[src/rtl/multdiv_pkg.sv]
// rtl/multdiv_pkg.sv - shared op/state encodings and iteration count for multdiv32
package multdiv_pkg;
   localparam int ITERACOES = 32;

   typedef enum logic [1:0] {
      OP_MULT  = 2'b00,
      OP_MULTU = 2'b01,
      OP_DIV   = 2'b10,
      OP_DIVU  = 2'b11
   } op_t;

   typedef enum logic [1:0] {
      OCIOSO,
      CALCULA,
      AJUSTA,
      FIM
   } estado_t;
endpackage

[src/rtl/multdiv_passo.sv]
// rtl/multdiv_passo.sv - one radix-2 step: shift-add multiply or restoring shift-subtract divide
module multdiv_passo (
   input  logic [63:0] acc,
   input  logic [31:0] operando,
   input  logic        divide,
   output logic [63:0] acc_prox
);
   logic [32:0] soma;
   logic [32:0] dif;

   // Divide keeps {remainder, dividend/quotient}; the shifted partial remainder needs 33 bits.
   always_comb begin
      soma     = {1'b0, acc[63:32]} + {1'b0, operando};
      dif      = acc[63:31] - {1'b0, operando};
      acc_prox = acc;
      if (divide) begin
         if (!dif[32]) acc_prox = {dif[31:0], acc[30:0], 1'b1};
         else          acc_prox = {acc[62:0], 1'b0};
      end else if (acc[0]) begin
         acc_prox = {soma, acc[31:1]};
      end else begin
         acc_prox = {1'b0, acc[63:1]};
      end
   end
endmodule

[src/rtl/multdiv32.sv]
// rtl/multdiv32.sv - 32-bit iterative MULT/MULTU/DIV/DIVU unit with HI/LO result registers
// Optional HI/LO direct-write port: define MULTDIV_MTHILO_EN.
module multdiv32
   import multdiv_pkg::*;
(
   input  logic        clk,
   input  logic        rst,
   input  logic        inicio,
   input  logic [1:0]  op,
   input  logic [31:0] SrcA,
   input  logic [31:0] SrcB,
`ifdef MULTDIV_MTHILO_EN
   input  logic        escreveHI,
   input  logic        escreveLO,
   input  logic [31:0] dadoHILO,
`endif
   output logic        ocupado,
   output logic        pronto,
   output logic        divZero,
   output logic [31:0] HI,
   output logic [31:0] LO
);
   estado_t     estado, prox;
   op_t         op_in, op_r;
   logic [63:0] acc, acc_prox, prod_aj;
   logic [31:0] divisor, abs_a, abs_b, quoc_aj, rest_aj;
   logic [5:0]  cnt;
   logic        neg_q, neg_r, dz_r, sinal, div_zero_in, eh_div;

   assign op_in       = op_t'(op);
   assign sinal       = (op_in == OP_MULT) || (op_in == OP_DIV);
   assign div_zero_in = op[1] && (SrcB == 32'd0);
   assign abs_a       = (sinal && SrcA[31]) ? (32'd0 - SrcA) : SrcA;
   assign abs_b       = (sinal && SrcB[31]) ? (32'd0 - SrcB) : SrcB;
   assign eh_div      = (op_r == OP_DIV) || (op_r == OP_DIVU);

   multdiv_passo u_passo (
      .acc      (acc),
      .operando (divisor),
      .divide   (eh_div),
      .acc_prox (acc_prox)
   );

   always_ff @(posedge clk or posedge rst) begin
      if (rst) estado <= OCIOSO;
      else     estado <= prox;
   end

   always_comb begin
      prox = estado;
      case (estado)
         OCIOSO:  if (inicio) prox = div_zero_in ? FIM : CALCULA;
         CALCULA: if (cnt == 6'(ITERACOES - 1)) prox = AJUSTA;
         AJUSTA:  prox = FIM;
         FIM:     prox = OCIOSO;
         default: prox = OCIOSO;
      endcase
   end

   // neg_q doubles as the product-sign flag for multiplies.
   always_comb begin
      prod_aj = neg_q ? (64'd0 - acc) : acc;
      quoc_aj = neg_q ? (32'd0 - acc[31:0]) : acc[31:0];
      rest_aj = neg_r ? (32'd0 - acc[63:32]) : acc[63:32];
   end

   always_ff @(posedge clk or posedge rst) begin
      if (rst) begin
         op_r    <= OP_MULT;
         acc     <= 64'd0;
         divisor <= 32'd0;
         cnt     <= 6'd0;
         neg_q   <= 1'b0;
         neg_r   <= 1'b0;
         dz_r    <= 1'b0;
         HI      <= 32'd0;
         LO      <= 32'd0;
      end else begin
         case (estado)
            OCIOSO: begin
               if (inicio) begin
                  op_r    <= op_in;
                  acc     <= {32'd0, abs_a};
                  divisor <= abs_b;
                  cnt     <= 6'd0;
                  dz_r    <= div_zero_in;
                  neg_q   <= sinal && (SrcA[31] ^ SrcB[31]);
                  neg_r   <= sinal && SrcA[31];
               end
`ifdef MULTDIV_MTHILO_EN
               else begin
                  if (escreveHI) HI <= dadoHILO;
                  if (escreveLO) LO <= dadoHILO;
               end
`endif
            end
            CALCULA: begin
               acc <= acc_prox;
               cnt <= cnt + 6'd1;
            end
            AJUSTA: begin
               if (eh_div) begin
                  HI <= rest_aj;
                  LO <= quoc_aj;
               end else begin
                  HI <= prod_aj[63:32];
                  LO <= prod_aj[31:0];
               end
            end
            default: ;
         endcase
      end
   end

   assign ocupado = (estado != OCIOSO);
   assign pronto  = (estado == FIM);
   assign divZero = pronto && dz_r;
endmodule

[config.mk]
export PLATFORM = sky130hd
export DESIGN_NAME = multdiv32
export DESIGN_NICKNAME = d
export VERILOG_FILES = /design/src/rtl/multdiv_pkg.sv /design/src/rtl/multdiv_passo.sv /design/src/rtl/multdiv32.sv
export SDC_FILE = /design/constraint.sdc
export NUM_CORES = 1
export LEC_CHECK = 0
export CELL_PAD_IN_SITES_DETAIL_PLACEMENT = 1
export CELL_PAD_IN_SITES_GLOBAL_PLACEMENT = 2
export CORE_MARGIN = 5
export CORE_UTILIZATION = 36
export CTS_BUF_LIST = sky130_fd_sc_hd__clkbuf_16
export DETAILED_ROUTE_END_ITERATION = 6
export PLACE_DENSITY_LB_ADDON = 0.1
export SLEW_MARGIN = 10
export SYNTH_ARGS = -nofsm -noshare
export SYNTH_HDL_FRONTEND = slang
export SYNTH_HIERARCHICAL = 1
export SYNTH_SLANG_ARGS = --single-unit
[constraint.sdc]
create_clock -name clk -period 7 [get_ports clk]
set_input_delay 1.75 -clock clk [delete_from_list [all_inputs] [get_ports clk]]
set_output_delay 1.75 -clock clk [all_outputs]
set_load 0.01 [all_outputs]
# ---- Yosys cells after proc, flatten, opt, wreduce, memory -nomap -nowiden
# Cells that the tools add are included.
dict set report totals {
  reg_bits 173
  input_bits 69
  wordCells 61
}
dict set report classes {
  addsub 8
  n_eq_ne 9
  n_mux 18
  bitwise 1
  n_reduce_logical 15
}
# op count
set op_table {}
lappend op_table {{$mux W64} 5}
lappend op_table {{$mux W32} 6}
lappend op_table {{$pmux W64 S2} 1}
lappend op_table {{$sub A1 B32 Y32 const A} 4}
lappend op_table {{$sub A1 B64 Y64 const A} 1}
lappend op_table {{$add A32 B32 Y33} 1}
lappend op_table {{$sub A33 B32 Y33} 1}
lappend op_table {{$logic_not A32 Y1} 1}
lappend op_table {{$pmux W6 S2} 1}
lappend op_table {{$eq A2 B2 Y1 const B} 5}
lappend op_table {{$pmux W2 S4} 1}
lappend op_table {{$add A6 B1 Y6 const B} 1}
lappend op_table {{$eq A6 B5 Y1 const B} 1}
lappend op_table {{$mux W2} 3}
lappend op_table {{$mux W6} 1}
lappend op_table {{$reduce_and A2 Y1} 3}
lappend op_table {{$logic_and A1 B1 Y1} 5}
lappend op_table {{$logic_not A2 Y1} 2}
lappend op_table {{$ne A2 B2 Y1 const B} 2}
lappend op_table {{$reduce_bool A2 Y1} 2}
lappend op_table {{$eq A2 B1 Y1 const B} 1}
lappend op_table {{$logic_or A1 B1 Y1} 2}
lappend op_table {{$xor A1 B1 Y1} 1}

# ---- Logic depth before layout (Yosys ltp)
dict set report depth {
  depth_word 6
  mapped_depth 16
}

# ---- Modules after synthesis
# The synthesis kept the hierarchy.
# mod instances cells_per_inst area_per_inst_um2 seq_area_each_um2
set by_module_without_submodules {}
lappend by_module_without_submodules {multdiv32 1 1107 9905.8 4304.1}
lappend by_module_without_submodules {multdiv_passo 1 681 4829.6 0.0}

# ---- Least setup slack after synthesis
# Ideal clock, no wire load.
dict set report synth_timing {
  path_kind {input to register}
  start {input SrcA[5]}
  end {register acc[18]}
  setup_time_ns 0.137
  arrival_time_ns 3.646
  setup_slack_ns 3.217
  path_stages 6
  cell_sequence {or4_4 or3_1 or4_4 o41ai_4 xor2_1 a21oi_1}
}
dict set report synth_between {
  elab_chain_len 4
}
# element line_no
set synth_rtl {}
lappend synth_rtl {{start, declared} multdiv32.sv:10} ;# input logic [31:0] SrcA,
lappend synth_rtl {{$sub A1 B32 Y32} multdiv32.sv:33} ;# assign abs_a = (sinal && SrcA[31]) ? (32'd0 - SrcA) : SrcA;
lappend synth_rtl {{$mux W32} multdiv32.sv:33}
lappend synth_rtl {{$mux W64} multdiv32.sv:81} ;# if (inicio) begin
lappend synth_rtl {{$pmux W64 S2} multdiv32.sv:79} ;# case (estado)
lappend synth_rtl {{end signal, assigned} multdiv32.sv:83} ;# acc <= {32'd0, abs_a};
lappend synth_rtl {{end signal, assigned} multdiv32.sv:98} ;# acc <= acc_prox;
lappend synth_rtl {{end, declared} multdiv32.sv:25} ;# logic [63:0] acc, acc_prox, prod_aj;
# No other way between the ends. The select of a mux whose other input is x is not followed.
# A chain may end at the register's enable or synchronous reset.

# ---- Worst setup path in the final report
dict set report layout_timing {
  start {register acc[32]}
  end {register acc[63]}
}
dict set report layout_between {
  elab_chain_len 4
  elab_cells_between_ends 6
  cone_classes {2 x add/sub; 4 x mux}
}
# element line_no
set layout_rtl {}
lappend layout_rtl {{$sub A33 B32 Y33 / $add A32 B32 Y33 (equally long branches)} {multdiv_passo.sv:14, multdiv_passo.sv:13}}
lappend layout_rtl {{$mux W64, on equally long branches} {multdiv_passo.sv:17, multdiv_passo.sv:19}}
lappend layout_rtl {{$mux W64 *} multdiv_passo.sv:16} ;# if (divide) begin
lappend layout_rtl {{via acc_prox[63]} multdiv32.sv:25}
lappend layout_rtl {{$pmux W64 S2 *} multdiv32.sv:79}
# Mark *: on every way through the listed nets, which the timed path passes. The rest lies on a longest branch.

==> metrics <==
outcome completed; Critical Path AT 4.92 ns; Mapped Nets 1932; TritonCTS clock tree built; Slew headroom 33.66%; Crit Reg-Reg Startpoint acc[32]; synth warn 6; clock slew at reported path FFs 0.08 ns; first-pass GRT wire length 81580 µm; Slew Viols, Final 0; Hold-fix buffers, CTS 0; Mapped Cells 1788; Place WS 2.368 ns; Max IR drop VDD 0.0002518 V; post-CTS setup buffer count 0; number of synthesized flops with an enable pin 0; final hold violations 0; Hold/Removal Path Class reg -> reg; most frequent cells in the layout 202 x a21oi_1, 171 x dfrtp_1, 159 x nor2_1; final setup vio count 0; syn avg cell area 8.241 µm²; CP Data Required Time 7.34 ns; post-CTS sizing 0; nets@finish 2008; reg2reg path depth 13; Hold Path Depth 1; routed vias/inst 5.673; area share of the largest cell type after synthesis 29.21%; fin cells 2409; Clock Sinks 172; Pre-Repair DR Iteration Count 5; Detailed Place HPWL 39710 µm; R2R Setup Slk 2.43 ns; crit path max-delay cell type a21boi_0; Final GP Congestion 0.8654; die height 212.3 µm; die area 45080 µm²; I/O Buffers 135; CP max stage delay 0.70 ns; num rows 74; final setup TNS 0 ns; via count 13.67k; # fillers 4842; Synth Cell Area 14740 µm²; commonest non-fill, non-tap cell in the layout a21oi_1; Antenna Cells 0; Setup crit start kind flip-flop; die width 212.3 µm; worst r2r dst acc[63]; Most used DFF post-synth dfrtp_1; P_leak 6.988 nW; P&R area growth vs syn 15.99%; final WL 51680 µm; vias in the first global route 13.78k; Core ar. 40650 µm²; Post-Place Cells 2377; Setup CP Type reg -> reg; fin crit period 4.574 ns; Post-Route Utilization 42.05%; fmax 218.6 MHz; RSZ-0062 raised after global routing no; initial antenna violation count 0; # H-tree levels 4; post-synth cell types 93; worst skew pair latency 0.46 ns; period utilization 65.35%; Iter 0 DRT Violations 855; asr flop ratio synth 100.0%; total grt overflow 0; cells along the critical path ha_1, fa_1, a211oi_1, o211ai_1, a31oi_1, a21oi_1, a21boi_0, o31ai_1, o41ai_1, o21ai_0, nand3_1, o21ai_1, a22o_1; wire per inst 21.45 µm; worst slew pin tran 0.9926 ns; Root Buffer Master clkbuf_16; PD cells 561.8 nW/µm²; fin worst setup slack 2.426 ns; max cap viols 0; post-synthesis sequential area ratio 29.21%; crit path max fanout 9; Yosys reg bits 172; skew final 0.01604 ns; CTS Buffer Depth 2; Final ANT Viol Nets 0; Num CTS Buffers 17; Initial Util 36.25%; multi-input logic area 9799 µm²; Critical Path Sink Type flip-flop; Top Ports 136; Worst Hold Launch HI[14]; hold slack 0.5063 ns; area leader, netlist dfrtp_1; dominant cells by area after synthesis dfrtp_1 29%, a21oi_1 6.9%, ha_1 6.2%; largest net degree at the start of global routing 98; layout cells sized above 1 7.192%; Reg area 4308 µm²; drt drc 0; WHS Endpoint HI[14]; gr usage total 22.77%
-- registers in the layout, indices dropped and copies added (netlist names) --
register	count
HI	32
LO	32
acc	64
cnt	6
divisor	32
dz_r	1
estado	2
neg_q	1
neg_r	1
op_r	1
-- synthesized netlist by cell type (5+ instances only) --
library cell,count
clkbuf_1,79
mux2i_1,36
dfrtp_1,172
a21boi_0,5
nand4b_1,5
o31ai_1,22
nand2b_1,26
or4_1,9
nor3_1,29
nor2_1,159
a21o_1,22
a22o_1,30
or3_1,31
a21oi_1,202
nand2_1,137
o21a_1,8
nand3_1,33
o211ai_1,11
o41ai_1,9
nor4_1,24
xor2_1,81
and3_1,7
buf_6,5
a211o_1,5
a31oi_1,20
ha_1,73
and2_1,7
o21bai_1,5
a22oi_1,6
nor2b_1,31
inv_1,67
nor4_4,5
or2_2,8
xnor2_1,88
o22ai_1,12
or4_4,6
o21ai_0,138
nand4_1,23
mux2_2,36
a211oi_1,27
-- worst max-delay path, delay by kind of cell, from the launching register on --
| kind | cells | cell delay (ns) |
|---|---|---|
| AOI/OAI and AO/OA | 10 | 3.07 |
| adders and majority gates | 2 | 0.75 |
| and+or+nand+nor | 1 | 0.11 |
| DFF | 1 | 0.51 |
-- worst max path at each step --
stage | start | endpoint | depth (start not counted)
floorplan | rst | HI[0] | 1
global placement | SrcB[0] | estado[1] | 9
detailed placement | SrcB[0] | estado[1] | 9
CTS | acc[32] | acc[63] | 13
global route | acc[32] | acc[63] | 13
finish | acc[32] | acc[63] | 13
-- power by group --
group | internal [W] | switching [W]
logic | 0.00267 | 0.00365
registers | 0.00145 | 0.000811
clock network | 0.000540 | 0.000473
-- final cells by class --
type,instances,area share [%]
well taps,532,3.895
repair buffers,148,8.477
flip-flops and latches,172,25.20
clock buffers,17,2.489
inverters,68,1.523
clock inverters,15,1.076
multi-input cells,1457,57.34
-- per-stage QoR --
stage | power (W) | instance area [µm²]
after floorplan | 0.006525 | 14740
after global placement | 0.008417 | 16480
after detailed placement | 0.008523 | 16480
after CTS | 0.009582 | 17090
after global routing | 0.01036 | 17090
final | 0.009601 | 17090
-- routing by layer --
metal	GRT usage, %	routed length, µm	vias up
met5	0	0	-
met4	4.304	624	0
met3	2.508	1743	37
met2	33.26	21680	242
met1	36.32	27630	6724
li1	-	-	6663
-- kinds of logic (layout without fill, tap and decap cells) --
family | Yosys count | in the layout | synth area share [%]
and+or+nand+nor | 574 | 574 | 20.51
AOI/OAI and AO/OA | 564 | 564 | 23.81
DFF | 172 | 172 | 29.21
xor gates and xnor gates | 169 | 169 | 10.05
buffers and inverters | 159 | 248 | 4.500
adders and majority gates | 75 | 75 | 6.470
muxes | 75 | 75 | 5.451
No activity file was read; power rests on OpenSTA's default activity.
==> RTL change 1: new RTL, config.mk and constraints unchanged <==
Build with the macro `MULTDIV_MTHILO_EN` defined.
--- a/src/rtl/multdiv32.sv
+++ b/src/rtl/multdiv32.sv
@@ -2,2 +2,4 @@
 // Optional HI/LO direct-write port: define MULTDIV_MTHILO_EN.
+`define MULTDIV_MTHILO_EN
+
 module multdiv32
Ports: changed (added dadoHILO, escreveHI and escreveLO); port bits go from 136 to 170. The function was not compared with the original's and may differ.
==> RTL change 1 against the unedited design <==
Worst setup slack got worse by 0.24 ns; combinational power grew 1%; critical path depth is 1 higher; cell count up 3.7%; highest routed layer unchanged; synthesized cell count increased by 3.1%; sequential share of layout area down 0.97 points; total power decreased by 0.60%; synthesized area grew 2.5%; via count increased by 6.8%; sequential cell count stayed put; worst hold slack worse by 0.028 ns; design area grew 4.0%; routed wire length is 12% higher; critical path type unchanged.
==> RTL change 1: results (changes against the unedited design) <==
Run status
  • Outcome: completed (unchanged)

STA
  • Worst-Margin Slew: 1.17 ns (was 0.993 ns)
  • Clock skew: 0.0121 ns (was 0.0160 ns)
  • Final Cycle Share: 0.687 (was 0.653)

Final layout
  • Layout Nets: 2,124 (was 2,008)
  • Filler Cells Inserted: 4,985 (was 4,842)
  • Finished Layout Cells: 2,498 (was 2,409)
  • Reg with most FFs: acc (unchanged)
  • Share of cells above drive strength 1: 0.0658 (was 0.0719)

Critical path
  • CP peak stage delay: 0.58 ns (was 0.70 ns)
  • Delay-heaviest family, CP: compound AO/OA/AOI/OAI gates (unchanged)
  • CP arrival: 5.17 ns (was 4.92 ns)
  • Crit-path max FO: 10 (was 9)
  • Slowest CP cell: o41ai_1 (was a21boi_0)

Placed design
  • Placed cells: 2,466 (was 2,377)
  • Post-DP HPWL: 44,600 um (was 39,700 um)
  • Port bufs: 169 (was 135)
  • Placed cell area: 17,200 sq um (was 16,500 sq um)
  • Routability Congestion: 0.881 (was 0.865)
  • Dpl ws: 2.29 ns (was 2.37 ns)

Routing
  • 1st-pass router iterations: 5 (unchanged)
  • Vias: 14,600 (was 13,700)
  • WL/cell: 23.3 um (was 21.5 um)
  • Initial DRC Count: 1,063 (was 855)

Pwr
  • Peak VDD IR: 281 uV (was 252 uV)
  • Switching power: 4.97 mW (was 4.94 mW)
  • Comb. pwr: 6.41 mW (was 6.33 mW)
  • Pleak: 7.37 nW (was 6.99 nW)
  • Sequential share of power: 0.226 (was 0.236)
  • Clock share of power: 0.102 (was 0.105)

Synthesis
  • Synth Net Count: 2,022 (was 1,932)
  • Asr flop ratio synth: 1.00 (unchanged)
  • Sequential area share after synthesis: 0.285 (was 0.292)
  • Post-Syn Instances: 1,844 (was 1,788)
  • Top cells by area, synth: dfrtp_1 (28%), xnor2_1 (7.0%), ha_1 (6.0%) (was dfrtp_1 (29%), a21oi_1 (6.9%), ha_1 (6.2%))
  • Most instantiated cells after synthesis: nand2_1 (213), dfrtp_1 (172), o21ai_0 (147), a21oi_1 (145), xnor2_1 (120) (was a21oi_1 (202), dfrtp_1 (172), nor2_1 (159), o21ai_0 (138), nand2_1 (137))
  • Synth cell types: 94 (was 93)

GRT
  • Vias in the first global route: 14,900 (was 13,800)
  • First-pass GRT wire length: 90,500 um (was 81,600 um)
  • GRT Util Overall: 0.247 (was 0.228)
  • Pin count of the biggest net entering global routing: 101 (was 98)
-- RTL change 1: cell types whose count changed after synthesis, moves of 12 or more --
cell	before	now
nand2_1	137	213
nor2_1	159	106
mux2i_1	36	52
o221ai_1	3	29
nor3_1	29	41
xor2_1	81	49
a21oi_1	202	145
xnor2_1	88	120
or3_1	31	16
a31oi_1	20	32
-- RTL change 1: area by class of cell --
cell class | instances | area [sq um] | area share
multi-input combinational | 1504 | 10200 | 0.571
sequential | 172 | 4310 | 0.242
tap | 539 | 674 | 0.0379
timing repair buffer | 184 | 1820 | 0.102
inverter | 67 | 256 | 0.0144
clock buffer | 17 | 425 | 0.0239
clock inverter | 15 | 136 | 0.00767
-- RTL change 1: kinds of logic after synthesis --
| family | Yosys count | synth area share |
|---|---|---|
| adder cells (fa/ha/maj) | 75 | 0.0631 |
| AO/OA/AOI/OAI | 586 | 0.250 |
| buffers and inverters | 168 | 0.0468 |
| AND/OR/NAND/NOR | 589 | 0.198 |
| multiplexers | 85 | 0.0593 |
| XOR/XNOR | 169 | 0.0980 |
| flip-flops | 172 | 0.285 |
-- RTL change 1: final timing paths --
| check | from | to | slack [ns] | depth (start not counted) |
|---|---|---|---|---|
| setup / recovery | acc[32] | acc[63] | 2.19 | 14 |
| hold / removal | dz_r | dz_r | 0.48 | 2 |
| setup reg to reg | acc[32] | acc[63] | 2.19 | 14 |
| hold reg to reg | dz_r | dz_r | 0.48 | 2 |
| max in group asynchronous | rst | acc[47] | 4.12 | 3 |
| min in group asynchronous | rst | acc[41] | 1.76 | 2 |
-- RTL change 1: metal layers --
layer,up-vias,track usage,share of wire,wire (um)
li1,6959,-,-,-
met1,7230,0.376,0.51,29600
met2,354,0.367,0.43,24700
met3,53,0.0376,0.048,2760
met4,0,0.0629,0.018,1050
met5,-,0,0,0
==> RTL change 2: new RTL, same settings <==
Without the edit above. Put a register stage on the outputs `ocupado` and `divZero`. The values now appear one clock later. The other outputs are not delayed to match.
--- a/src/rtl/multdiv32.sv
+++ b/src/rtl/multdiv32.sv
@@ -114,5 +114,7 @@
 
-   assign ocupado = (estado != OCIOSO);
    assign pronto  = (estado == FIM);
-   assign divZero = pronto && dz_r;
+   always_ff @(posedge clk) begin
+      ocupado <= (estado != OCIOSO);
+      divZero <= pronto && dz_r;
+   end
 endmodule
Function: changed (a bounded check fails within 4 cycles, from zero or initial values and one cycle with rst high).
==> RTL change 2 against the unedited design <==
Total power down 0.32%; routed wire length rose by 0.26%; worst hold slack better by 0.0041 ns; design area increased by 0.16%; sequential cell count is 2 higher; sequential share of layout area is 0.19 points higher; synthesized area rose by 0.27%; worst setup slack improved by 0.16 ns; cell count increased by 0.17%; first-iteration DRC count is 8.5% lower.
==> RTL change 2: results (changes against the unedited design) <==
Critical path
  • CP peak stage delay: 0.62 ns (was 0.70 ns)
  • Slowest CP cell: nor2_8 (was a21boi_0)
  • Crit-path max FO: 35 (was 9)
  • Reg2Reg Capture Point: acc[51] (was acc[63])
  • CP arrival: 4.77 ns (was 4.92 ns)
  • R2r setup slk: 2.59 ns (was 2.43 ns)

Routing
  • WL/cell: 21.5 um (about the same)
  • Routed vias/inst: 5.72 (was 5.67)
  • Metal3 WL: 1690 um (was 1740 um)
  • WL final: 51,800 um (was 51,700 um)
  • WL met2: 22,200 um (was 21,700 um)
  • Initial DRC Count: 782 (was 855)

Placed design
  • Placed cells: 2,381 (was 2,377)
  • Routability Congestion: 0.824 (was 0.865)

GRT
  • M2 GR Usage: 0.341 (was 0.333)
  • Met3 Use GR: 0.0224 (was 0.0251)
  • First-pass GRT wire length: 81,700 um (was 81,600 um)
  • Vias in the first global route: 13,900 (was 13,800)
  • Pin count of the biggest net entering global routing: 75 (was 98)
  • GRT Util Overall: 0.229 (was 0.228)

Synthesis
  • Synth Net Count: 1,934 (was 1,932)
  • Asr flop ratio synth: 0.989 (was 1.00)
  • Synth cell types: 94 (was 93)
  • Post-Syn Instances: 1,790 (was 1,788)

Final layout
  • Share of cells above drive strength 1: 0.0718 (was 0.0719)
  • Layout Nets: 2,012 (was 2,008)

Pwr
  • Pleak: 7.00 nW (was 6.99 nW)
  • Peak VDD IR: 420 uV (was 252 uV)
  • P_int: 4.64 mW (was 4.66 mW)

Run status
  • Outcome: completed (unchanged)

STA
  • Max transition margin: 0.370 (was 0.337)
  • Clock skew: 0.0136 ns (was 0.0160 ns)

Min path
  • Hold Path Sink: LO[0] (was HI[14])
==> RTL change 2: worst max-delay path by stage <==
stage / startpoint / endpoint / slack (ns)
5_1_grt: acc[34] / acc[38] / 2.30
2_1_floorplan: rst / HI[0] / 0.59
6_report: acc[31] / acc[51] / 2.59
3_5_place_dp: SrcB[0] / estado[1] / 2.32
4_1_cts: acc[31] / acc[62] / 2.59
3_3_place_gp: SrcB[0] / estado[1] / 2.46
==> RTL change 2: cells by family after synthesis <==
group | Yosys count | synth area share
AOI/OAI and AO/OA | 564 | 0.237
xor gates and xnor gates | 169 | 0.100
and+or+nand+nor | 574 | 0.205
muxes | 75 | 0.0544
adders and majority gates | 75 | 0.0645
buffers and inverters | 159 | 0.0449
DFF | 174 | 0.294
==> RTL change 2: metrics by stage <==
step	setup slack [ns]	utilization	power, mW	instance area, sq um	hold slack, ns
floorplan	0.590	-	6.54	14800	0.442
global placement	2.46	0.406	8.41	16500	0.478
detailed placement	2.32	0.406	8.53	16500	0.477
CTS	2.59	0.420	9.58	17100	0.514
global route	2.30	0.420	10.4	17100	0.537
finish	2.59	0.420	9.57	17100	0.510
==> RTL change 2: area by class of cell <==
type	count	area [sq um]	share of cell area
Timing Repair Buffer	150	1460	0.0855
Tap cell	532	666	0.0389
Clock buffer	17	425	0.0249
Inverter	68	260	0.0152
Sequential cell	174	4350	0.254
Clock inverter	15	158	0.00921
Multi-Input combinational cell	1457	9800	0.572
==> RTL change 2: power by group through the flow <==
stage | logic [mW] | registers, mW | clock network, mW
after floorplan | 4.56 | 1.98 | 0
after global placement | 6.14 | 2.27 | 0
after detailed placement | 6.24 | 2.29 | 0
after CTS | 6.29 | 2.27 | 1.02
after global routing | 6.93 | 2.36 | 1.06
final | 6.31 | 2.28 | 0.986
